`src/rtl/bitcell_array_ctrl.sv`:
```
// Request-driven read/write sequencer for the NAND-latch bitcell array.
// Define BITCELL_CTRL_READBACK_EN to add a verify read (VSETUP/VSTROBE/VHOLD) after every write.
module bitcell_array_ctrl #(
   parameter int ADDR_W    = 4,
   parameter int DATA_W    = 8,
   parameter int WR_CYCLES = 2
) (
   input  logic                   i_clk,
   input  logic                   i_rst_n,
   input  logic                   i_req_valid,
   output logic                   o_req_ready,
   input  logic                   i_req_we,
   input  logic [ADDR_W-1:0]      i_req_addr,
   input  logic [DATA_W-1:0]      i_req_wdata,
   output logic                   o_rsp_valid,
   input  logic                   i_rsp_ready,
   output logic [DATA_W-1:0]      o_rsp_rdata,
   output logic                   o_rsp_err,
   output logic [(2**ADDR_W)-1:0] o_cell_sel,
   output logic                   o_cell_rw,
   output logic [DATA_W-1:0]      o_cell_in,
   input  logic [DATA_W-1:0]      i_cell_out
);
   localparam int ROWS = 2**ADDR_W;

`ifdef BITCELL_CTRL_READBACK_EN
   typedef enum logic [2:0] {
      IDLE    = 3'd0,
      SETUP   = 3'd1,
      STROBE  = 3'd2,
      HOLD    = 3'd3,
      RESP    = 3'd4,
      VSETUP  = 3'd5,
      VSTROBE = 3'd6,
      VHOLD   = 3'd7
   } state_t;
`else
   typedef enum logic [2:0] {
      IDLE    = 3'd0,
      SETUP   = 3'd1,
      STROBE  = 3'd2,
      HOLD    = 3'd3,
      RESP    = 3'd4
   } state_t;
`endif

   state_t              r_state;
   state_t              w_nextState;
   logic [1:0]          r_rstSync;
   logic                w_rstN;
   logic                w_accept;
   logic                r_we;
   logic [ADDR_W-1:0]   r_addr;
   logic [DATA_W-1:0]   r_wdata;
   logic [3:0]          r_cnt;
   logic [ROWS-1:0]     w_rowHot;
   logic [ROWS-1:0]     w_selNext;
   logic                w_rwNext;
   logic [DATA_W-1:0]   w_inNext;
   logic                w_validNext;
   logic [ROWS-1:0]     r_cellSel;
   logic                r_cellRw;
   logic [DATA_W-1:0]   r_cellIn;
   logic                r_rspValid;
   logic [DATA_W-1:0]   r_rspRdata;

   // Reset asserts asynchronously but releases only on a clock edge.
   always_ff @(posedge i_clk or negedge i_rst_n) begin
      if (!i_rst_n) begin
         r_rstSync <= 2'b00;
      end else begin
         r_rstSync <= {r_rstSync[0], 1'b1};
      end
   end
   assign w_rstN = r_rstSync[1];

   assign o_req_ready = (r_state == IDLE) && w_rstN;
   assign w_accept    = i_req_valid && o_req_ready;
   assign w_rowHot    = {{(ROWS-1){1'b0}}, 1'b1} << r_addr;

   always_ff @(posedge i_clk or negedge w_rstN) begin
      if (!w_rstN) begin
         r_state <= IDLE;
      end else begin
         r_state <= w_nextState;
      end
   end

   always_comb begin
      w_nextState = r_state;
      case (r_state)
         IDLE:    if (w_accept) w_nextState = SETUP;
         SETUP:   w_nextState = STROBE;
         STROBE:  if (r_cnt == 4'd0) w_nextState = HOLD;
`ifdef BITCELL_CTRL_READBACK_EN
         HOLD:    w_nextState = r_we ? VSETUP : RESP;
         VSETUP:  w_nextState = VSTROBE;
         VSTROBE: w_nextState = VHOLD;
         VHOLD:   w_nextState = RESP;
`else
         HOLD:    w_nextState = RESP;
`endif
         RESP:    if (i_rsp_ready) w_nextState = IDLE;
         default: w_nextState = IDLE;
      endcase
   end

   // Cell drives are computed from the upcoming state and registered, so
   // rw/in only ever move on edges where sel is low before and after.
   always_comb begin
      w_selNext   = '0;
      w_rwNext    = r_cellRw;
      w_inNext    = r_cellIn;
      w_validNext = (w_nextState == RESP);
      case (w_nextState)
         SETUP: begin
            w_rwNext = i_req_we;
            w_inNext = i_req_we ? i_req_wdata : '0;
         end
         STROBE:  w_selNext = w_rowHot;
`ifdef BITCELL_CTRL_READBACK_EN
         VSETUP:  w_rwNext  = 1'b0;
         VSTROBE: w_selNext = w_rowHot;
`endif
         default: ;
      endcase
   end

   always_ff @(posedge i_clk or negedge w_rstN) begin
      if (!w_rstN) begin
         r_we       <= 1'b0;
         r_addr     <= '0;
         r_wdata    <= '0;
         r_cnt      <= 4'd0;
         r_cellSel  <= '0;
         r_cellRw   <= 1'b0;
         r_cellIn   <= '0;
         r_rspValid <= 1'b0;
         r_rspRdata <= '0;
      end else begin
         if (w_accept) begin
            r_we    <= i_req_we;
            r_addr  <= i_req_addr;
            r_wdata <= i_req_wdata;
         end
         if (r_state == SETUP) begin
            r_cnt <= r_we ? 4'(WR_CYCLES - 1) : 4'd0;
         end else if ((r_state == STROBE) && (r_cnt != 4'd0)) begin
            r_cnt <= r_cnt - 4'd1;
         end
         if ((r_state == STROBE) && (r_cnt == 4'd0)) begin
            r_rspRdata <= r_we ? r_wdata : i_cell_out;
         end
`ifdef BITCELL_CTRL_READBACK_EN
         if (r_state == VSTROBE) begin
            r_rspRdata <= i_cell_out;
         end
`endif
         r_cellSel  <= w_selNext;
         r_cellRw   <= w_rwNext;
         r_cellIn   <= w_inNext;
         r_rspValid <= w_validNext;
      end
   end

`ifdef BITCELL_CTRL_READBACK_EN
   logic r_rspErr;

   // The error flag belongs to the current request, so clear it on accept.
   always_ff @(posedge i_clk or negedge w_rstN) begin
      if (!w_rstN) begin
         r_rspErr <= 1'b0;
      end else if (w_accept) begin
         r_rspErr <= 1'b0;
      end else if (r_state == VSTROBE) begin
         r_rspErr <= (i_cell_out != r_wdata);
      end
   end
   assign o_rsp_err = r_rspErr;
`else
   assign o_rsp_err = 1'b0;
`endif

   assign o_cell_sel  = r_cellSel;
   assign o_cell_rw   = r_cellRw;
   assign o_cell_in   = r_cellIn;
   assign o_rsp_valid = r_rspValid;
   assign o_rsp_rdata = r_rspRdata;

endmodule

```
`config.mk`:
```
export PLATFORM = sky130hd
export DESIGN_NAME = bitcell_array_ctrl
export DESIGN_NICKNAME = d
export VERILOG_FILES = /design/src/rtl/bitcell_array_ctrl.sv
export SDC_FILE = /design/constraint.sdc
export NUM_CORES = 1
export LEC_CHECK = 0
export CORE_MARGIN = 2
export CORE_UTILIZATION = 50
export CTS_CLUSTER_DIAMETER = 30
export CTS_CLUSTER_SIZE = 24
export DETAILED_ROUTE_END_ITERATION = 10
export PLACE_DENSITY = 0.92
export SYNTH_ARGS = -nofsm -noshare
export SYNTH_HDL_FRONTEND = slang
export SYNTH_SLANG_ARGS = --single-unit
```
`constraint.sdc`:
```
create_clock -name i_clk -period 3.4 [get_ports i_clk]
set_input_delay 0.68 -clock i_clk [delete_from_list [all_inputs] [get_ports i_clk]]
set_output_delay 0.68 -clock i_clk [all_outputs]
set_load 0.005 [all_outputs]
```
Word-level counts from Yosys, hierarchy flattened
Cells that the tools add are included.
{ "op_classes": {"n_reduce_logical": 8, "eq_ne": 7, "mux": 10, "n_addsub": 1, "shift": 1} }
{ "ops": {"columns": ["op", "n"], "rows": [
  ["$mux 16", 1],
  ["$mux 8", 2],
  ["$shl 1x4->16 const A", 1],
  ["$pmux 3 s5", 1],
  ["$eq 3x2->1 const B", 3],
  ["$mux 3", 3],
  ["$mux 4", 2],
  ["$eq 3x1->1 const B", 2],
  ["$eq 3x3->1 const B", 2],
  ["$logic_and 1x1->1", 4],
  ["$logic_not 4->1", 1],
  ["$reduce_bool 4->1", 1],
  ["$sub 4x1->4 const B", 1],
  ["$logic_not 3->1", 1],
  ["$reduce_bool 2->1", 1],
  ["$mux 1", 1]
]} }
{ "word_totals": {"out_inout_bits": 36, "wordCells": 38, "ff_bits": 56} }

Depth between registers and ports, before layout
{ "depth": {"depth_word": 7, "mapped_depth": 6} }

Worst setup path after synthesis
OpenSTA, ideal clock, no wires.
{ "synth_timing": {"kind": "register to register", "start": "register r_rstSync[1]", "end": "register r_cellRw, in the netlist o_cell_rw", "path_stages_with_launch": 5, "setup_slack_ps": 702, "arrival_time_ps": 2572, "cell_sequence": "dfrtp_1 > nor4b_2 > nand2_2 > buf_6 > mux2_4"} }
{ "synth_between": {"elab_chain_cells": 5} }
{ "synth_rtl": {"columns": ["element", "line", "source"], "rows": [
  ["start: declaration", "49", "logic [1:0] r_rstSync;"],
  ["start signal: assignment", "72", "r_rstSync <= {r_rstSync[0], 1'b1};"],
  ["$logic_and 1x1->1", "77", "assign o_req_ready = (r_state == IDLE) && w_rstN;"],
  ["named net o_req_ready", "11", "output logic o_req_ready,"],
  ["$logic_and 1x1->1", "78", "assign w_accept = i_req_valid && o_req_ready;"],
  ["$mux 3", "92", "IDLE: if (w_accept) w_nextState = SETUP;"],
  ["$pmux 3 s5", "91", "case (r_state)"],
  ["$eq 3x1->1", "115", "case (w_nextState)"],
  ["end signal: assignment", "160", "r_cellRw <= w_rwNext;"],
  ["end: declaration", "62", "logic r_cellRw;"]
]} }
The timed path passes the listed nets, and every way through them passes these cells.
A chain may end at the register's enable or synchronous reset.

Final worst setup path
{ "layout_timing": {"start": "register r_state[1]", "end": "output o_req_ready"} }
{ "layout_between": {"elab_chain_cells": 2} }
{ "layout_rtl": {"columns": ["element", "line", "source"], "rows": [
  ["start: declaration", "47", "state_t r_state;"],
  ["start signal: assignment", "85", "r_state <= w_nextState;"],
  ["$logic_not 3->1", "77", null],
  ["$logic_and 1x1->1", "77", null],
  ["end: declaration", "11", null]
]} }
Every way passes these cells.

==> parameters.txt <==
Parameter                              Value

Status
  Result of the run    completed

Power
  Switching Share    0.338
  Leakage power of the design    1.47 nW
  Power per unit of standard cell area    827 nW/um2
  Power share of the combinational group    0.427
  Clk pwr share    0.137
  Fraction of power consumed by sequential logic    0.436
  Peak supply drop    0.000511 V
  Internal power component    1.76 mW
  Switching Power    895 uW

Detailed routing
  Total Wirelength    4810 um
  Detailed-router iteration count before antenna repair    4
  Routed len/inst    15.0 um
  Number of DRC violations after detailed-routing iteration 0    96
  Post-route DRC    0
  Total via count in the routed design    1675
  Average vias per placed instance    5.23
  Post-detailed-route count of antenna-violating nets    0

CTS
  CTS Buffer Depth    2
  CTS Sinks    56
  Number of instances resized during post-cts repair    0
  Root Driver    sky130_fd_sc_hd__clkbuf_8
  H-tree levels    2
  Clock tree from TritonCTS    done
  Number of buffers inserted during clock tree synthesis    5
  Worst-Skew Late Latency    0.32 ns
  Clock transition at the registers of the reported paths    0.10 ns
  Post-CTS Repair Setup Buffers    0
  Hold buffer count at cts    0

Die
  Area enclosed by the die boundary    5630 um2
  Placeable core region    4790 um2
  Initial core utilization    0.527
  Core Rows    25
  Vert. Die Dim    75.0 um
  Count of pins on the block boundary    61
  Horiz. Die Dim    75.0 um

Synthesis
  Synthesized cell area    2520 um2
  Syn_nets    223
  Number of enable flip-flop cells after synthesis    0
  Ys flop type    sky130_fd_sc_hd__dfrtp_1
  Most area-hungry cell type in the Yosys netlist    sky130_fd_sc_hd__dfrtp_1
  Ys async rst share    1.00
  Most common cell in the netlist    sky130_fd_sc_hd__dfrtp_1
  Synth unique cells    40
  Part of the Yosys area used for sequential elements    0.556
  Mapped Avg Cell Area    12.8 um2
  Top cells by area, synth    sky130_fd_sc_hd__dfrtp_1 (56%), sky130_fd_sc_hd__mux2_4 (11%), sky130_fd_sc_hd__mux2_2 (5.4%), sky130_fd_sc_hd__mux2i_1 (3.6%), sky130_fd_sc_hd__nand2_1 (2.4%)
  Synth Register Bits    56
  Yosys synthesis warning count    0
  Syn Inst Count    197
  Leading cell types by count after synthesis    sky130_fd_sc_hd__dfrtp_1 (56), sky130_fd_sc_hd__mux2_4 (19), sky130_fd_sc_hd__nand2_1 (16)
  Top cell type's share of synthesized area    0.556

Timing
  Maximum clock frequency    387 MHz
  Slew of the pin with the lowest slew margin    0.692 ns
  Minimum period implied by the final worst setup slack    2.58 ns
  RSZ-0062 raised after global routing    false
  Period utilization    0.759
  Max-slew violation count    0
  Total Neg Setup Slack    0 ns
  Hold slack    0.364 ns
  Worst clock skew    0.00825 ns
  Tightest slew margin relative to the limit    0.537
  Final number of hold-violating endpoints    0
  Final setup violation count    0

Critical path
  Peak per-stage delay on the critical path    0.58 ns
  Startpoint types    register
  Highest net fanout along the worst path    14
  Element type at the critical path end    primary output
  Cell family with most CP delay    buffers and inverters
  Crit path buffers/inverters    1
  Required time at the worst-slack endpoint    2.72 ns
  Endpoint arrival time on the critical path    1.90 ns
  Slowest stage cell on the critical path    sky130_fd_sc_hd__clkdlybuf4s50_1
  Crit path cell chain    nor4b_2 -> clkdlybuf4s50_1
  Class of the most critical setup path    register to primary output

Final layout
  Count of inserted antenna diode cells    0
  Layout cells sized above 1    0.178
  Number of nets in the layout    278
  Area grow syn2layout    27.2%

Placement
  Half-perimeter wire length after detailed placement    3310 um
  PortBufs    59
  Placer Congestion    0.768

GRT
  Largest net degree at the start of global routing    55
  Number of antenna violations at the first check in global routing    0
  Total congestion overflow    0
  Total GRT Usage    0.189
  Wire length of the first global-routing pass    7870 um
  Vias in the first global route    1613

Worst hold path
  Class of the tightest hold or removal check    register to register

Run
  Max cap viols    0
[cells by family (layout without fill, tap and decap cells)]
group,Yosys count,after routing,share of synthesized area
adders and majority gates,1,1,0.00496
AOI/OAI and AO/OA,11,11,0.0362
muxes,40,40,0.202
buffers and inverters,25,81,0.0526
DFF,56,56,0.556
other,2,2,0.00298
and+or+nand+nor,62,62,0.145
[sequential cells by signal, summed over array words and instances, names as in the netlist]
register,cells
o_cell_sel,16
o_cell_in,8
o_rsp_rdata,8
r_wdata,8
r_addr,4
r_cnt,4
r_state,3
r_rstSync,2
o_cell_rw,1
o_rsp_valid,1
r_we,1
[cell type report]
type                    count  area [um2]
fillers                   355        1580
flip-flops and latches     56        1400
multi-input cells         116         988
repair buffers             60         598
well taps                  67        83.8
clock buffers               6        72.6
inverters                  13        48.8
clock inverters             2        13.8
[cells in the final DEF, fill, tap and decap left out, types with 2 or more instances in the layout]
master,synthesis,layout
sky130_fd_sc_hd__mux2_4,19,19
sky130_fd_sc_hd__clkbuf_8,0,5
sky130_fd_sc_hd__nand3_1,2,2
sky130_fd_sc_hd__or3_1,2,2
sky130_fd_sc_hd__clkdlybuf4s50_1,0,59
sky130_fd_sc_hd__inv_1,13,13
sky130_fd_sc_hd__nand2_1,16,16
sky130_fd_sc_hd__nor2b_1,5,5
sky130_fd_sc_hd__nor4b_1,4,4
sky130_fd_sc_hd__mux2i_1,9,9
sky130_fd_sc_hd__a32o_1,2,2
sky130_fd_sc_hd__nand2b_1,4,4
sky130_fd_sc_hd__nor4_1,3,3
sky130_fd_sc_hd__nor3b_1,5,5
sky130_fd_sc_hd__conb_1,2,2
sky130_fd_sc_hd__nor2_1,6,6
sky130_fd_sc_hd__mux2_2,12,12
sky130_fd_sc_hd__o21ai_0,3,3
sky130_fd_sc_hd__dfrtp_1,56,55
sky130_fd_sc_hd__nor3_1,5,5
[metal layers]
layer | global-route usage | vias up | part of all wire
met3 | 0.0656 | 6 | 0.081
met1 | 0.248 | 806 | 0.42
met4 | 0.0556 | 0 | 0.013
li1 | - | 786 | -
met2 | 0.300 | 77 | 0.48
met5 | 0 | - | 0
[worst paths after layout]
kind,start,endpoint,slack (ns),depth (start not counted)
max,r_state[1]$_DFF_PN0_,o_req_ready,0.82,2
min,r_rstSync[0]$_DFF_PN0_,r_rstSync[1]$_DFF_PN0_,0.36,0
max reg2reg,r_state[1]$_DFF_PN0_,r_addr[3]$_DFFE_PN0P_,1.32,3
min reg2reg,r_rstSync[0]$_DFF_PN0_,r_rstSync[1]$_DFF_PN0_,0.36,0
max in group asynchronous,r_rstSync[1]$_DFF_PN0_,o_cell_sel[15]$_DFF_PN0_,2.56,1
min in group asynchronous,r_rstSync[1]$_DFF_PN0_,r_cnt[0]$_DFFE_PN0P_,0.40,1
[through the flow]
stage,power [mW],setup WS (ns),std cells,instance area (um2),utilization
2_1_floorplan,1.88,0.702,197,2520,-
3_3_place_gp,2.23,1.22,312,3120,0.652
3_5_place_dp,2.29,1.19,312,3120,0.652
4_1_cts,2.66,0.818,320,3210,0.670
5_1_grt,2.82,0.710,320,3210,0.670
6_report,2.65,0.818,320,3210,0.670
[power by group through the flow]
stage                     Clock, mW  Sequential [mW]  Combinational (mW)
after floorplan                   0             1.07               0.808
after global placement            0             1.15                1.08
after detailed placement          0             1.16                1.14
after CTS                     0.371             1.15                1.14
after global routing          0.397             1.20                1.23
final                         0.363             1.16                1.13
No activity file was read; power rests on OpenSTA's default activity.
